[src/rtl/gfg_pkg.sv]
// Shared register-map layout, field positions and sequencer state encodings
// for the triangle list sequencer.
package gfg_pkg;

  localparam int REG_COUNT_ADDR = 0;
  localparam int TRI_BASE_ADDR  = 1;
  localparam int TRI_STRIDE     = 2;

  localparam int COUNT_LSB = 0;
  localparam int COUNT_W   = 5;

  localparam int X_FIELD_W = 7;
  localparam int Y_FIELD_W = 6;
  localparam int COLOR_W   = 12;

  // Word A of a triangle record
  localparam int P0_X_LSB = 0;
  localparam int P0_Y_LSB = 8;
  localparam int P1_X_LSB = 16;
  localparam int P1_Y_LSB = 24;

  // Word B of a triangle record
  localparam int P2_X_LSB  = 0;
  localparam int P2_Y_LSB  = 8;
  localparam int COLOR_LSB = 16;

  localparam logic [3:0] ST_IDLE      = 4'd0;
  localparam logic [3:0] ST_RD_CNT    = 4'd1;
  localparam logic [3:0] ST_RD_A      = 4'd2;
  localparam logic [3:0] ST_RD_B      = 4'd3;
  localparam logic [3:0] ST_GO        = 4'd4;
  localparam logic [3:0] ST_WAIT_ACK  = 4'd5;
  localparam logic [3:0] ST_WAIT_DONE = 4'd6;
  localparam logic [3:0] ST_NEXT      = 4'd7;
  localparam logic [3:0] ST_FINISH    = 4'd8;

  typedef struct packed {
    logic [X_FIELD_W-1:0] p0_x;
    logic [Y_FIELD_W-1:0] p0_y;
    logic [X_FIELD_W-1:0] p1_x;
    logic [Y_FIELD_W-1:0] p1_y;
  } word_a_t;

  // word = 0 selects word A, word = 1 selects word B of triangle k
  function automatic int tri_word_addr(input int k, input int word);
    return TRI_BASE_ADDR + TRI_STRIDE * k + word;
  endfunction

endpackage

[src/rtl/tri_coord_clamp.sv]
// Combinational clamp of one (x,y) vertex into the visible raster.
module tri_coord_clamp #(
  parameter int H_RES  = 80,
  parameter int V_RES  = 60,
  parameter int XW_IN  = 7,
  parameter int YW_IN  = 6,
  parameter int XW_OUT = 7,
  parameter int YW_OUT = 6
) (
  input  logic [XW_IN-1:0]  x_i,
  input  logic [YW_IN-1:0]  y_i,
  output logic [XW_OUT-1:0] x_o,
  output logic [YW_OUT-1:0] y_o
);

  always_comb begin
    if (32'(x_i) >= 32'(H_RES)) begin
      x_o = XW_OUT'(H_RES - 1);
    end else begin
      x_o = XW_OUT'(x_i);
    end
    if (32'(y_i) >= 32'(V_RES)) begin
      y_o = YW_OUT'(V_RES - 1);
    end else begin
      y_o = YW_OUT'(y_i);
    end
  end

endmodule

[src/rtl/triangle_list_sequencer.sv]
// Per-frame scheduler: reads a triangle list from register RAM port B and
// hands triangles to the rasterizer one at a time with a go/done handshake.
//
// state     | meaning
// IDLE      | waiting for i_new_frame
// RD_CNT    | reading triangle count at addr 0
// RD_A      | reading word A (p0, p1) of triangle k
// RD_B      | reading word B (p2, color), then loading outputs
// GO        | one-cycle start pulse to rasterizer
// WAIT_ACK  | waiting for done to fall (bounded by ACK_TIMEOUT)
// WAIT_DONE | waiting for done to rise again
// NEXT      | advance k or finish
// FINISH    | one-cycle frame-done pulse
module triangle_list_sequencer
  import gfg_pkg::*;
#(
  parameter int HORIZ_RESOLUTION = 80,
  parameter int VERT_RESOLUTION  = 60,
  parameter int NUM_REGISTERS    = 32,
  parameter int MAX_TRIANGLES    = 15,
  parameter int READ_LATENCY     = 1,
  parameter int ACK_TIMEOUT      = 16
) (
  input  logic                                 i_clk,
  input  logic                                 i_srst,
  input  logic                                 i_new_frame,
  output logic [$clog2(NUM_REGISTERS)-1:0]     o_reg_addr,
  input  logic [31:0]                          i_reg_read_data,
  output logic [$clog2(HORIZ_RESOLUTION)-1:0]  o_tri_p0_x,
  output logic [$clog2(VERT_RESOLUTION)-1:0]   o_tri_p0_y,
  output logic [$clog2(HORIZ_RESOLUTION)-1:0]  o_tri_p1_x,
  output logic [$clog2(VERT_RESOLUTION)-1:0]   o_tri_p1_y,
  output logic [$clog2(HORIZ_RESOLUTION)-1:0]  o_tri_p2_x,
  output logic [$clog2(VERT_RESOLUTION)-1:0]   o_tri_p2_y,
  output logic [11:0]                          o_tri_color,
  output logic                                 o_raster_go,
  input  logic                                 i_raster_done,
  output logic                                 o_busy,
  output logic                                 o_frame_done,
  output logic [3:0]                           o_tri_index,
  output logic                                 o_overrun
);

  localparam int AW = $clog2(NUM_REGISTERS);
  localparam int XW = $clog2(HORIZ_RESOLUTION);
  localparam int YW = $clog2(VERT_RESOLUTION);
  localparam int TW = $clog2(ACK_TIMEOUT + READ_LATENCY + 1);

  logic [3:0]         state_q, state_d;
  logic [AW-1:0]      addr_q, addr_d;
  logic [TW-1:0]      timer_q, timer_d;
  logic [COUNT_W-1:0] count_q, count_d;
  logic [3:0]         k_q, k_d;
  word_a_t            hold_a_q, hold_a_d;
  logic [XW-1:0]      p0_x_q, p0_x_d, p1_x_q, p1_x_d, p2_x_q, p2_x_d;
  logic [YW-1:0]      p0_y_q, p0_y_d, p1_y_q, p1_y_d, p2_y_q, p2_y_d;
  logic [COLOR_W-1:0] color_q, color_d;
  logic               overrun_q, overrun_d;

  logic [XW-1:0]      p0_x_cl, p1_x_cl, p2_x_cl;
  logic [YW-1:0]      p0_y_cl, p1_y_cl, p2_y_cl;
  logic [COUNT_W-1:0] cnt_raw, cnt_clamped;
  logic [3:0]         k_inc;
  word_a_t            word_a_rd;
  logic               unused_rd_bits;

  assign unused_rd_bits = ^i_reg_read_data;

  assign cnt_raw     = i_reg_read_data[COUNT_LSB +: COUNT_W];
  assign cnt_clamped = (cnt_raw > COUNT_W'(MAX_TRIANGLES)) ? COUNT_W'(MAX_TRIANGLES) : cnt_raw;
  assign k_inc       = k_q + 4'd1;

  assign word_a_rd.p0_x = i_reg_read_data[P0_X_LSB +: X_FIELD_W];
  assign word_a_rd.p0_y = i_reg_read_data[P0_Y_LSB +: Y_FIELD_W];
  assign word_a_rd.p1_x = i_reg_read_data[P1_X_LSB +: X_FIELD_W];
  assign word_a_rd.p1_y = i_reg_read_data[P1_Y_LSB +: Y_FIELD_W];

  // p0/p1 come from the captured word A, p2 straight from the word B read
  tri_coord_clamp #(
    .H_RES(HORIZ_RESOLUTION), .V_RES(VERT_RESOLUTION),
    .XW_IN(X_FIELD_W), .YW_IN(Y_FIELD_W), .XW_OUT(XW), .YW_OUT(YW)
  ) u_clamp_p0 (
    .x_i(hold_a_q.p0_x), .y_i(hold_a_q.p0_y), .x_o(p0_x_cl), .y_o(p0_y_cl)
  );

  tri_coord_clamp #(
    .H_RES(HORIZ_RESOLUTION), .V_RES(VERT_RESOLUTION),
    .XW_IN(X_FIELD_W), .YW_IN(Y_FIELD_W), .XW_OUT(XW), .YW_OUT(YW)
  ) u_clamp_p1 (
    .x_i(hold_a_q.p1_x), .y_i(hold_a_q.p1_y), .x_o(p1_x_cl), .y_o(p1_y_cl)
  );

  tri_coord_clamp #(
    .H_RES(HORIZ_RESOLUTION), .V_RES(VERT_RESOLUTION),
    .XW_IN(X_FIELD_W), .YW_IN(Y_FIELD_W), .XW_OUT(XW), .YW_OUT(YW)
  ) u_clamp_p2 (
    .x_i(i_reg_read_data[P2_X_LSB +: X_FIELD_W]),
    .y_i(i_reg_read_data[P2_Y_LSB +: Y_FIELD_W]),
    .x_o(p2_x_cl), .y_o(p2_y_cl)
  );

  always_comb begin
    state_d   = state_q;
    addr_d    = addr_q;
    timer_d   = timer_q;
    count_d   = count_q;
    k_d       = k_q;
    hold_a_d  = hold_a_q;
    p0_x_d    = p0_x_q;
    p0_y_d    = p0_y_q;
    p1_x_d    = p1_x_q;
    p1_y_d    = p1_y_q;
    p2_x_d    = p2_x_q;
    p2_y_d    = p2_y_q;
    color_d   = color_q;
    overrun_d = overrun_q | (i_new_frame && (state_q != ST_IDLE));

    case (state_q)
      ST_IDLE: begin
        if (i_new_frame) begin
          addr_d  = AW'(REG_COUNT_ADDR);
          timer_d = TW'(READ_LATENCY);
          state_d = ST_RD_CNT;
        end
      end
      ST_RD_CNT: begin
        if (timer_q != '0) begin
          timer_d = timer_q - 1'b1;
        end else begin
          count_d = cnt_clamped;
          if (cnt_clamped == '0) begin
            state_d = ST_FINISH;
          end else begin
            k_d     = 4'd0;
            addr_d  = AW'(tri_word_addr(0, 0));
            timer_d = TW'(READ_LATENCY);
            state_d = ST_RD_A;
          end
        end
      end
      ST_RD_A: begin
        if (timer_q != '0) begin
          timer_d = timer_q - 1'b1;
        end else begin
          hold_a_d = word_a_rd;
          addr_d   = AW'(tri_word_addr(int'(k_q), 1));
          timer_d  = TW'(READ_LATENCY);
          state_d  = ST_RD_B;
        end
      end
      ST_RD_B: begin
        if (timer_q != '0) begin
          timer_d = timer_q - 1'b1;
        end else begin
          p0_x_d  = p0_x_cl;
          p0_y_d  = p0_y_cl;
          p1_x_d  = p1_x_cl;
          p1_y_d  = p1_y_cl;
          p2_x_d  = p2_x_cl;
          p2_y_d  = p2_y_cl;
          color_d = i_reg_read_data[COLOR_LSB +: COLOR_W];
          state_d = ST_GO;
        end
      end
      ST_GO: begin
        timer_d = TW'(ACK_TIMEOUT - 1);
        state_d = ST_WAIT_ACK;
      end
      ST_WAIT_ACK: begin
        // a rasterizer that never drops done is treated as having finished
        if (!i_raster_done) begin
          state_d = ST_WAIT_DONE;
        end else if (timer_q == '0) begin
          state_d = ST_NEXT;
        end else begin
          timer_d = timer_q - 1'b1;
        end
      end
      ST_WAIT_DONE: begin
        if (i_raster_done) begin
          state_d = ST_NEXT;
        end
      end
      ST_NEXT: begin
        if (COUNT_W'(k_inc) == count_q) begin
          state_d = ST_FINISH;
        end else begin
          k_d     = k_inc;
          addr_d  = AW'(tri_word_addr(int'(k_inc), 0));
          timer_d = TW'(READ_LATENCY);
          state_d = ST_RD_A;
        end
      end
      ST_FINISH: begin
        state_d = ST_IDLE;
      end
      default: begin
        state_d = ST_IDLE;
      end
    endcase
  end

  always_ff @(posedge i_clk) begin
    if (i_srst) begin
      state_q   <= ST_IDLE;
      addr_q    <= '0;
      timer_q   <= '0;
      count_q   <= '0;
      k_q       <= '0;
      hold_a_q  <= '0;
      p0_x_q    <= '0;
      p0_y_q    <= '0;
      p1_x_q    <= '0;
      p1_y_q    <= '0;
      p2_x_q    <= '0;
      p2_y_q    <= '0;
      color_q   <= '0;
      overrun_q <= 1'b0;
    end else begin
      state_q   <= state_d;
      addr_q    <= addr_d;
      timer_q   <= timer_d;
      count_q   <= count_d;
      k_q       <= k_d;
      hold_a_q  <= hold_a_d;
      p0_x_q    <= p0_x_d;
      p0_y_q    <= p0_y_d;
      p1_x_q    <= p1_x_d;
      p1_y_q    <= p1_y_d;
      p2_x_q    <= p2_x_d;
      p2_y_q    <= p2_y_d;
      color_q   <= color_d;
      overrun_q <= overrun_d;
    end
  end

  assign o_reg_addr   = addr_q;
  assign o_tri_p0_x   = p0_x_q;
  assign o_tri_p0_y   = p0_y_q;
  assign o_tri_p1_x   = p1_x_q;
  assign o_tri_p1_y   = p1_y_q;
  assign o_tri_p2_x   = p2_x_q;
  assign o_tri_p2_y   = p2_y_q;
  assign o_tri_color  = color_q;
  assign o_raster_go  = (state_q == ST_GO);
  assign o_busy       = (state_q != ST_IDLE) && (state_q != ST_FINISH);
  assign o_frame_done = (state_q == ST_FINISH);
  assign o_tri_index  = k_q;
  assign o_overrun    = overrun_q;

endmodule
[config.mk]
export PLATFORM = sky130hd
export DESIGN_NAME = triangle_list_sequencer
export DESIGN_NICKNAME = d
export VERILOG_FILES = /design/src/rtl/gfg_pkg.sv /design/src/rtl/tri_coord_clamp.sv /design/src/rtl/triangle_list_sequencer.sv
export SDC_FILE = /design/constraint.sdc
export NUM_CORES = 1
export LEC_CHECK = 0
export BUFFER_PORTS_ARGS = -buffer_cell sky130_fd_sc_hd__buf_2
export CORE_UTILIZATION = 30
export CTS_CLUSTER_DIAMETER = 30
export DETAILED_ROUTE_END_ITERATION = 16
export PLACE_DENSITY_LB_ADDON = 0.1
export SYNTH_ARGS = -nofsm -noshare
export SYNTH_HDL_FRONTEND = slang
export SYNTH_SLANG_ARGS = --single-unit
[constraint.sdc]
create_clock -name i_clk -period 2.3 [get_ports i_clk]
set_input_delay 0.115 -clock i_clk [delete_from_list [all_inputs] [get_ports i_clk]]
set_output_delay 0.115 -clock i_clk [all_outputs]
set_load 0.05 [all_outputs]
==> impl_table.tex, run 1 <==
\begin{tabular}{lr}
\hline
Metric & Value \\
\hline
\multicolumn{2}{l}{\textbf{Status}} \\
Run status & finished, final reports clean \\
\multicolumn{2}{l}{\textbf{Yosys}} \\
Simple-Gate Fraction of Synth Area & between 30\% and 40\% \\
Synth Warn \# & 0 \\
Area contributors post-synth & dfxtp\_1 (48\%), nand2\_1 (11\%), a21oi\_1 (8.3\%) \\
Net count after synthesis & 569 \\
Compound-gate portion of the synthesized area & between 10\% and 20\% \\
Biggest area consumer among synthesized cells & dfxtp\_1 \\
Number of synthesized flops with an enable pin & 0 \\
Unique masters post-synth & 49 \\
Prevailing post-synth register cell & dfxtp\_1 \\
Multiplexer area fraction after synthesis & 0\% \\
Fraction of the yosys area taken by sequential cells & about 48\% \\
Area of the mapped netlist & about 4200 um2 \\
Main combinational cell family by area after synthesis & simple AND/OR/NAND/NOR gates \\
Post-Syn Instances & $\sim$530 \\
Count of state elements after synthesis & between 100 and 150 \\
Synthesized area divided by synthesized cell count & 7.981 um2 \\
Post-synthesis async set-or-reset flop share & 0\% \\
Synth Area in Adders & less than 1\% \\
Post-synth top area share & between 40\% and 50\% \\
Fraction of synthesized cell area in xor and xnor cells & roughly 1.8\% \\
\multicolumn{2}{l}{\textbf{Place}} \\
Worst-case setup slack after placement & between 0.04 and 0.05 ns \\
Cell Count Post-Placement & between 800 and 900 \\
Global placer's final weighted congestion & 0.8328 \\
Half-perimeter wire length of the detailed placement result & approximately 8300 um \\
Port bufs & 94 \\
\multicolumn{2}{l}{\textbf{Critical path}} \\
Critical Path RT & 2.59 ns \\
Kind of start point of the critical path & flip-flop \\
Critical path endpoint category & flip-flop \\
Max FO, Critical Path & 6 \\
Crit path kind & reg -> reg \\
CP arrival & 2.40 ns \\
\multicolumn{2}{l}{\textbf{Pwr}} \\
Net switching power figure & about 2000 uW \\
Switching power share of the total & between 30\% and 40\% \\
Sequential Power Share & 37.7\% \\
IR Drop Worst-Case VDD & 375.1 uV \\
Power density over the cells & 982.5 nW/um2 \\
Clock power frac & just under 30\% \\
Total power draw & roughly 5500 uW \\
Leak & 0.002203 uW \\
Internal power summed over all cells & 3476 uW \\
Combinational power share & between 30\% and 40\% \\
\multicolumn{2}{l}{\textbf{Drt}} \\
Vias & around 4000 \\
Count of nets left with antenna violations after detail routing & 0 \\
Drt first pass iters & 4 \\
Final Routed Wirelength & 11690 um \\
Via/cell ratio & roughly 4.9 \\
DRC violations left & 0 \\
Detailed-route wire length per cell & 14.14 um \\
Drt first-iter violations & between 150 and 200 \\
\multicolumn{2}{l}{\textbf{Clock network}} \\
Number of sinks handled by clock tree synthesis & between 100 and 150 \\
TritonCTS clock tree & built \\
Buffer cell driving the clock tree root & clkbuf\_16 \\
Number of buffers on the longest clock path & 2 \\
Number of buffers inserted during clock tree synthesis & 9 \\
Deepest level of the CTS H-tree & 3 \\
Reg clk slew, reported paths & around 0.07 ns \\
Latest clock arrival within the worst-skew pair & roughly 0.36 ns \\
\multicolumn{2}{l}{\textbf{Global route}} \\
Overall global routing resource usage & between 15 and 20\% \\
Largest net degree at the start of global routing & 68 \\
Via count of the first global-routing pass & approximately 3800 \\
Number of antenna violations at the first check in global routing & 0 \\
Global-route congestion overflow total & 0 \\
Global-route wire length before repair & 19220 um \\
\multicolumn{2}{l}{\textbf{Final layout}} \\
Leading cell type in the layout, fill and taps excluded & nand2\_1 \\
Net count, final & 680 \\
Layout Area Growth over Synthesis & 31.00\% \\
Most used cells in the layout excluding fill and tap cells & nand2\_1 (120), dfxtp\_1 (98), buf\_2 (93), a21oi\_1 (69), nor2\_1 (50) \\
Final Instance Count excl. Fillers & between 800 and 900 \\
Total inserted antenna cells & 0 \\
Finished Core Util & 40.15\% \\
Ratio of cells with drive above 1 in the final layout & about a quarter \\
\multicolumn{2}{l}{\textbf{STA}} \\
Endpoints failing hold & 0 \\
Slew @ Worst Pin & 0.4195 ns \\
Setup TNS & 0 ns \\
Achievable clock frequency & 473.0 MHz \\
Clock period minus worst slack & about 2.1 ns \\
Clock skew after layout & about 0.013 ns \\
Worst Setup Slack, final & $\sim$0.19 ns \\
Final Max Slew Viols & 0 \\
Normalized max-slew margin & a little under three quarters \\
Number of setup violations in the final report & 0 \\
Fraction of the cycle the final worst path needs & 91.93\% \\
Setup repair after global routing missed its margin & no \\
\multicolumn{2}{l}{\textbf{Floorplan}} \\
Width of the die & between 100 and 150 um \\
Area inside the core boundary & about 14000 um2 \\
Total Die Area & 14610 um2 \\
Die Ht & 120.9 um \\
Row count & 43 \\
Starting density of the core & 30.65\% \\
Boundary Pins & 100 \\
\multicolumn{2}{l}{\textbf{Run}} \\
Total of max-cap violations & 0 \\
\multicolumn{2}{l}{\textbf{Hold path}} \\
Hold WC Path Type & in -> reg \\
\hline
\end{tabular}
## flip-flops by register name, summed over array words and instances, names as in the netlist
register / count
o_reg_addr: 5
o_tri_index: 4
timer_q: 5
o_overrun: 1
state_q: 4
o_tri_p1_y: 6
o_tri_p2_x: 7
hold_a_q: 26
o_tri_color: 12
o_tri_p0_x: 7
count_q: 5
o_tri_p0_y: 6
o_tri_p1_x: 7
o_tri_p2_y: 6
## path summary, 6_finish.rpt
path | startpoint | end | slack [ns] | depth (start not counted)
worst max-delay path | timer_q[0] | o_reg_addr[2] | 0.19 | 8
worst min-delay path | i_reg_read_data[27] | o_tri_color[11] | 0.01 | 3
worst max register to register | timer_q[0] | o_reg_addr[2] | 0.19 | 8
worst min register to register | o_tri_p0_x[4] | o_tri_p0_x[4] | 0.45 | 2
## repair_timing
| item | CTS | global route |
|---|---|---|
| hold buffers | 9 | 0 |
| resized for setup | 0 | 9 |
| buffers inserted | 0 | 0 |
| hold endpoints to repair | 11 | 0 |
| setup endpoints to repair | 0 | 61 |
## kinds of logic (layout without fill, tap and decap cells)
logic type,Yosys count,count (layout)
buf+inv,41,157
xor+xnor,7,7
compound gates,114,114
simple gates,266,266
fa+ha+maj,2,2
flops,101,101
## routing by layer
layer / vias to the layer above / global-route usage (%) / routed length, um
li1: 2069 / - / -
met1: 1881 / 21.88 / 5727
met2: 76 / 26.75 / 5247
met3: 16 / 3.665 / 473
met4: 0 / 7.330 / 243
met5: - / 0 / 0
## cell usage after synthesis (all sizes together) (3+ instances only)
cell type / count
a211oi: 5
a21oi: 70
a31oi: 7
and4: 4
buf: 4
clkbuf: 29
dfxtp: 101
inv: 8
nand2: 120
nand2b: 7
nand3: 5
nand3b: 10
nor2: 50
nor3: 39
nor3b: 3
nor4: 4
o21ai: 13
o22ai: 3
o31ai: 4
or2: 4
or3: 4
or4: 6
xnor2: 3
xor2: 3
## cell type report
cell class / instances / area, um2
Clock buffer: 9 / 225.2
Clock inverter: 7 / 91.34
Fill cell: 1434 / 8275
Inverter: 8 / 30.03
Multi-Input combinational cell: 389 / 2103
Sequential cell: 101 / 2026
Tap cell: 180 / 225.2
Timing Repair Buffer: 133 / 850.8
## power groups by stage
stage / Combinational, uW / Clock (uW) / Sequential (uW)
2_1_floorplan: 1000 / 0 / 2240
3_3_place_gp: 1710 / 0 / 2090
3_5_place_dp: 1730 / 0 / 2090
4_1_cts: 1750 / 1660 / 2050
5_1_grt: 1990 / 1750 / 2080
6_report: 1790 / 1610 / 2060
## worst max-delay path, cell delays in order, from the launching register on
cell and delay, ns:
dfxtp_1 0.33, inv_2 0.07, ha_1 0.15, buf_4 0.13
nor4b_4 0.21, o21ai_1 0.10, a211o_1 0.39, or4b_1 0.54
a21oi_2 0.12
## per-stage QoR
stage | hold WS [ns] | cell area [um2]
after floorplan | 0.2510 | 4242
after global placement | 0.3624 | 5099
after detailed placement | 0.3723 | 5099
after CTS | 0.0001713 | 5505
after global routing | 0.0008114 | 5552
final | 0.01133 | 5552
Power figures use the tool's default switching activity.
==> run 2: changes to the inputs <==
--- a/config.mk
+++ b/config.mk
@@ -5,6 +5,7 @@
 export SDC_FILE = /design/constraint.sdc
 export NUM_CORES = 1
 export LEC_CHECK = 0
+export ABC_AREA = 1
 export BUFFER_PORTS_ARGS = -buffer_cell sky130_fd_sc_hd__buf_2
 export CORE_UTILIZATION = 30
 export CTS_CLUSTER_DIAMETER = 30
==> impl_table.tex, run 2 <==
\begin{tabular}{lr}
\hline
Metric & Value \\
\hline
\multicolumn{2}{l}{\textbf{Clock network}} \\
Post-CTS setup buffers & 0 (unchanged) \\
TritonCTS clock tree & built (unchanged) \\
Number of buffers on the longest clock path & 2 (unchanged) \\
Buffer cell driving the clock tree root & clkbuf\_16 (unchanged) \\
Number of buffers inserted during clock tree synthesis & 9 (unchanged) \\
Number of sinks handled by clock tree synthesis & 101 (unchanged) \\
Count of cells resized by post-cts repair & 0 (unchanged) \\
Reg clk slew, reported paths & 0.07 ns (about the same) \\
Deepest level of the CTS H-tree & 3 (unchanged) \\
Latest clock arrival within the worst-skew pair & 0.34 ns (was 0.36 ns) \\
\multicolumn{2}{l}{\textbf{Yosys}} \\
Top cells by count, synth & nor2\_1 (112), dfxtp\_1 (101), nand2\_1 (97), o21ai\_0 (84), a21oi\_1 (52) (was nand2\_1 (120), dfxtp\_1 (101), a21oi\_1 (70), nor2\_1 (50), nor3\_1 (36)) \\
Area of the mapped netlist & 4218 um2 (was 4238 um2) \\
Net count after synthesis & 623 (was 569) \\
Biggest area consumer among synthesized cells & dfxtp\_1 (unchanged) \\
Post-synthesis async set-or-reset flop share & 0\% (unchanged) \\
Prevailing post-synth register cell & dfxtp\_1 (unchanged) \\
Fraction of the yosys area taken by sequential cells & 47.94\% (was 47.71\%) \\
Number of synthesized flops with an enable pin & 0 (unchanged) \\
Count leader, synth & nor2\_1 (was nand2\_1) \\
Unique masters post-synth & 28 (was 49) \\
Synthesized area divided by synthesized cell count & 7.210 um2 (was 7.981 um2) \\
Synth Warn \# & 0 (unchanged) \\
Area contributors post-synth & dfxtp\_1 (48\%), nor2\_1 (10\%), o21ai\_0 (10\%) (was dfxtp\_1 (48\%), nand2\_1 (11\%), a21oi\_1 (8.3\%)) \\
Count of state elements after synthesis & 101 (unchanged) \\
Post-Syn Instances & 585 (was 531) \\
Post-synth top area share & 47.94\% (was 47.71\%) \\
\multicolumn{2}{l}{\textbf{Final layout}} \\
Layout Area Growth over Synthesis & 22.63\% (was 31.00\%) \\
Most flops, register & hold\_a\_q (unchanged) \\
Final-layout fill cell count & 1473 (was 1434) \\
Ratio of cells with drive above 1 in the final layout & 19.26\% (was 24.73\%) \\
Max FFs per register & 26 (unchanged) \\
Leading cell type in the layout, fill and taps excluded & nor2\_1 (was nand2\_1) \\
Final Instance Count excl. Fillers & 856 (was 827) \\
Total inserted antenna cells & 0 (unchanged) \\
Most used cells in the layout excluding fill and tap cells & nor2\_1 (112), dfxtp\_1 (101), nand2\_1 (97), buf\_2 (94), o21ai\_0 (84) (was nand2\_1 (120), dfxtp\_1 (98), buf\_2 (93), a21oi\_1 (69), nor2\_1 (50)) \\
Net count, final & 714 (was 680) \\
\multicolumn{2}{l}{\textbf{Place}} \\
Cell Count Post-Placement & 839 (was 802) \\
Global placer's final weighted congestion & 0.8364 (was 0.8328) \\
Half-perimeter wire length of the detailed placement result & 7679 um (was 8264 um) \\
Port bufs & 94 (unchanged) \\
\multicolumn{2}{l}{\textbf{Global route}} \\
Overall global routing resource usage & 15.43\% (was 16.84\%) \\
Number of antenna violations at the first check in global routing & 0 (unchanged) \\
Global-route congestion overflow total & 0 (unchanged) \\
Global-route wire length before repair & 17570 um (was 19220 um) \\
Largest net degree at the start of global routing & 40 (was 68) \\
Via count of the first global-routing pass & 3658 (was 3804) \\
\multicolumn{2}{l}{\textbf{Drt}} \\
Drt first pass iters & 4 (unchanged) \\
Vias & 3972 (was 4042) \\
Drt first-iter violations & 143 (was 198) \\
Detailed-route wire length per cell & 12.45 um (was 14.14 um) \\
Via/cell ratio & 4.640 (was 4.888) \\
Final Routed Wirelength & 10660 um (was 11690 um) \\
Count of nets left with antenna violations after detail routing & 0 (unchanged) \\
DRC violations left & 0 (unchanged) \\
\multicolumn{2}{l}{\textbf{STA}} \\
Fraction of the cycle the final worst path needs & 86.42\% (was 91.93\%) \\
Clock period minus worst slack & 1.988 ns (was 2.114 ns) \\
Normalized max-slew margin & 62.58\% (was 71.83\%) \\
Hold slack final & 0.01776 ns (was 0.01133 ns) \\
Achievable clock frequency & 503.1 MHz (was 473.0 MHz) \\
Number of setup violations in the final report & 0 (unchanged) \\
Endpoints failing hold & 0 (unchanged) \\
Setup repair after global routing missed its margin & no (unchanged) \\
Slew @ Worst Pin & 0.5604 ns (was 0.4195 ns) \\
Clock skew after layout & 0.006196 ns (was 0.01258 ns) \\
Setup TNS & 0 ns (unchanged) \\
Final Max Slew Viols & 0 (unchanged) \\
\multicolumn{2}{l}{\textbf{Critical path}} \\
Worst path most repeated cell & nor2\_1 \\
Critical Path RT & 2.54 ns (was 2.59 ns) \\
Kind of start point of the critical path & flip-flop (unchanged) \\
Critical path's slowest cell & dfxtp\_1 (was or4b\_1) \\
Slowest cell delay on critical path & 0.43 ns (was 0.54 ns) \\
Path depth of the worst reg2reg path & 11 (was 8) \\
Worst R2R Setup Slack & 0.31 ns (was 0.19 ns) \\
Critical path endpoint category & flip-flop (unchanged) \\
Max FO, Critical Path & 8 (was 6) \\
Critical register-to-register path endpoint & o\_reg\_addr[1] (was o\_reg\_addr[2]) \\
Critical R2R Launch & o\_tri\_index[1] (was timer\_q[0]) \\
Crit path kind & reg -> reg (unchanged) \\
CP cell instances & ha\_1 > inv\_1 > nor2\_1 > nor2\_1 > nand2\_1 > nor2\_1 > nand3\_1 > nand3\_1 > nand2\_1 > nand2\_1 > nor2\_1 (was inv\_2 > ha\_1 > buf\_4 > nor4b\_4 > o21ai\_1 > a211o\_1 > or4b\_1 > a21oi\_2) \\
CP arrival & 2.23 ns (was 2.40 ns) \\
\multicolumn{2}{l}{\textbf{Hold path}} \\
Min-Delay Endpoint & hold\_a\_q[8] (was o\_tri\_color[11]) \\
Hold Crit Start & i\_reg\_read\_data[18] (was i\_reg\_read\_data[27]) \\
Number of stages on the worst hold path & 3 (unchanged) \\
Hold WC Path Type & in -> reg (unchanged) \\
\multicolumn{2}{l}{\textbf{Floorplan}} \\
Starting density of the core & 31.35\% (was 30.65\%) \\
Die Ht & 120.6 um (was 120.9 um) \\
Total Die Area & 14540 um2 (was 14610 um2) \\
Area inside the core boundary & 13450 um2 (was 13830 um2) \\
Width of the die & 120.6 um (was 120.9 um) \\
Boundary Pins & 100 (unchanged) \\
Row count & 42 (was 43) \\
\multicolumn{2}{l}{\textbf{Pwr}} \\
Leak & 0.002492 uW (was 0.002203 uW) \\
Power density over the cells & 1112 nW/um2 (was 982.5 nW/um2) \\
IR Drop Worst-Case VDD & 507.1 uV (was 375.1 uV) \\
\multicolumn{2}{l}{\textbf{Status}} \\
Run status & finished, final reports clean (unchanged) \\
\multicolumn{2}{l}{\textbf{Run}} \\
Total of max-cap violations & 0 (unchanged) \\
\hline
\end{tabular}
-- run 2: changes by cell type after synthesis, sizes merged, moves of 17 or more --
cell,change
nor3,-33
clkbuf,-17
inv,+47
nor2,+69
o21ai,+71
nand2,-23
a21oi,-18
-- run 2: per-layer routing --
| layer | GRT usage [%] | wire length, um |
|---|---|---|
| met5 | 0 | 0 |
| met4 | 5.401 | 129 |
| met3 | 5.613 | 770 |
| met2 | 24.71 | 4751 |
| met1 | 19.02 | 5009 |
-- run 2: worst max-delay path by stage --
stage	cells after the start	from	to	slack (ns)
finish	11	o_tri_index[1]	o_reg_addr[1]	0.31
global route	11	o_tri_index[1]	o_reg_addr[1]	0.04
CTS	12	o_tri_index[1]	o_reg_addr[1]	0.27
detailed placement	12	o_tri_index[1]	o_reg_addr[1]	0.29
global placement	12	o_tri_index[1]	o_reg_addr[1]	0.34
floorplan	10	o_tri_index[1]	timer_q[1]	0.36
-- run 2: power by group --
part	internal [uW]	switching (uW)	total, uW
clock network	866	638	1500
logic	591	1430	2020
registers	2050	184	2230
total	3500	2250	5750
-- run 2: logic make-up after synthesis --
logic type	share of synthesized area, %
simple gates	24.38
compound gates	18.87
flops	47.94
buf+inv	7.801
xor+xnor	0.4154
fa+ha+maj	0.5932
-- run 2: worst max-delay path, delay by kind of cell, from the launching register on --
kind	cells	cell delay, ns
DFF	1	0.43
and+or+nand+nor	9	1.07
adders and majority gates	1	0.30
buffers and inverters	1	0.08
-- run 2: what timing repair did --
| item | CTS | global route |
|---|---|---|
| endpoints found under the hold margin | 2 | 0 |
| hold buffers | 2 | 0 |
| endpoints found under the setup margin | 0 | 0 |
-- run 2: per-stage QoR --
stage                     instance area (um2)  total power (uW)  setup slack (ns)  utilization (%)
after floorplan                          4218              3833            0.3550                -
after global placement                   4861              4277            0.3352            36.13
after detailed placement                 4861              4300            0.2921            36.13
after CTS                                5172              5842            0.2726            38.45
after global routing                     5172              6196           0.03561            38.45
final                                    5172              5753            0.3124            38.45
-- run 2: area by class of cell --
| type | count | area, um2 | share of cell area (%) |
|---|---|---|---|
| sequential | 101 | 2022 | 39.09 |
| multi-input combinational | 403 | 1867 | 36.09 |
| timing repair buffer | 106 | 565.5 | 10.93 |
| clock buffer | 11 | 242.7 | 4.693 |
| tap | 176 | 220.2 | 4.257 |
| inverter | 55 | 206.4 | 3.991 |
| clock inverter | 4 | 48.80 | 0.9434 |
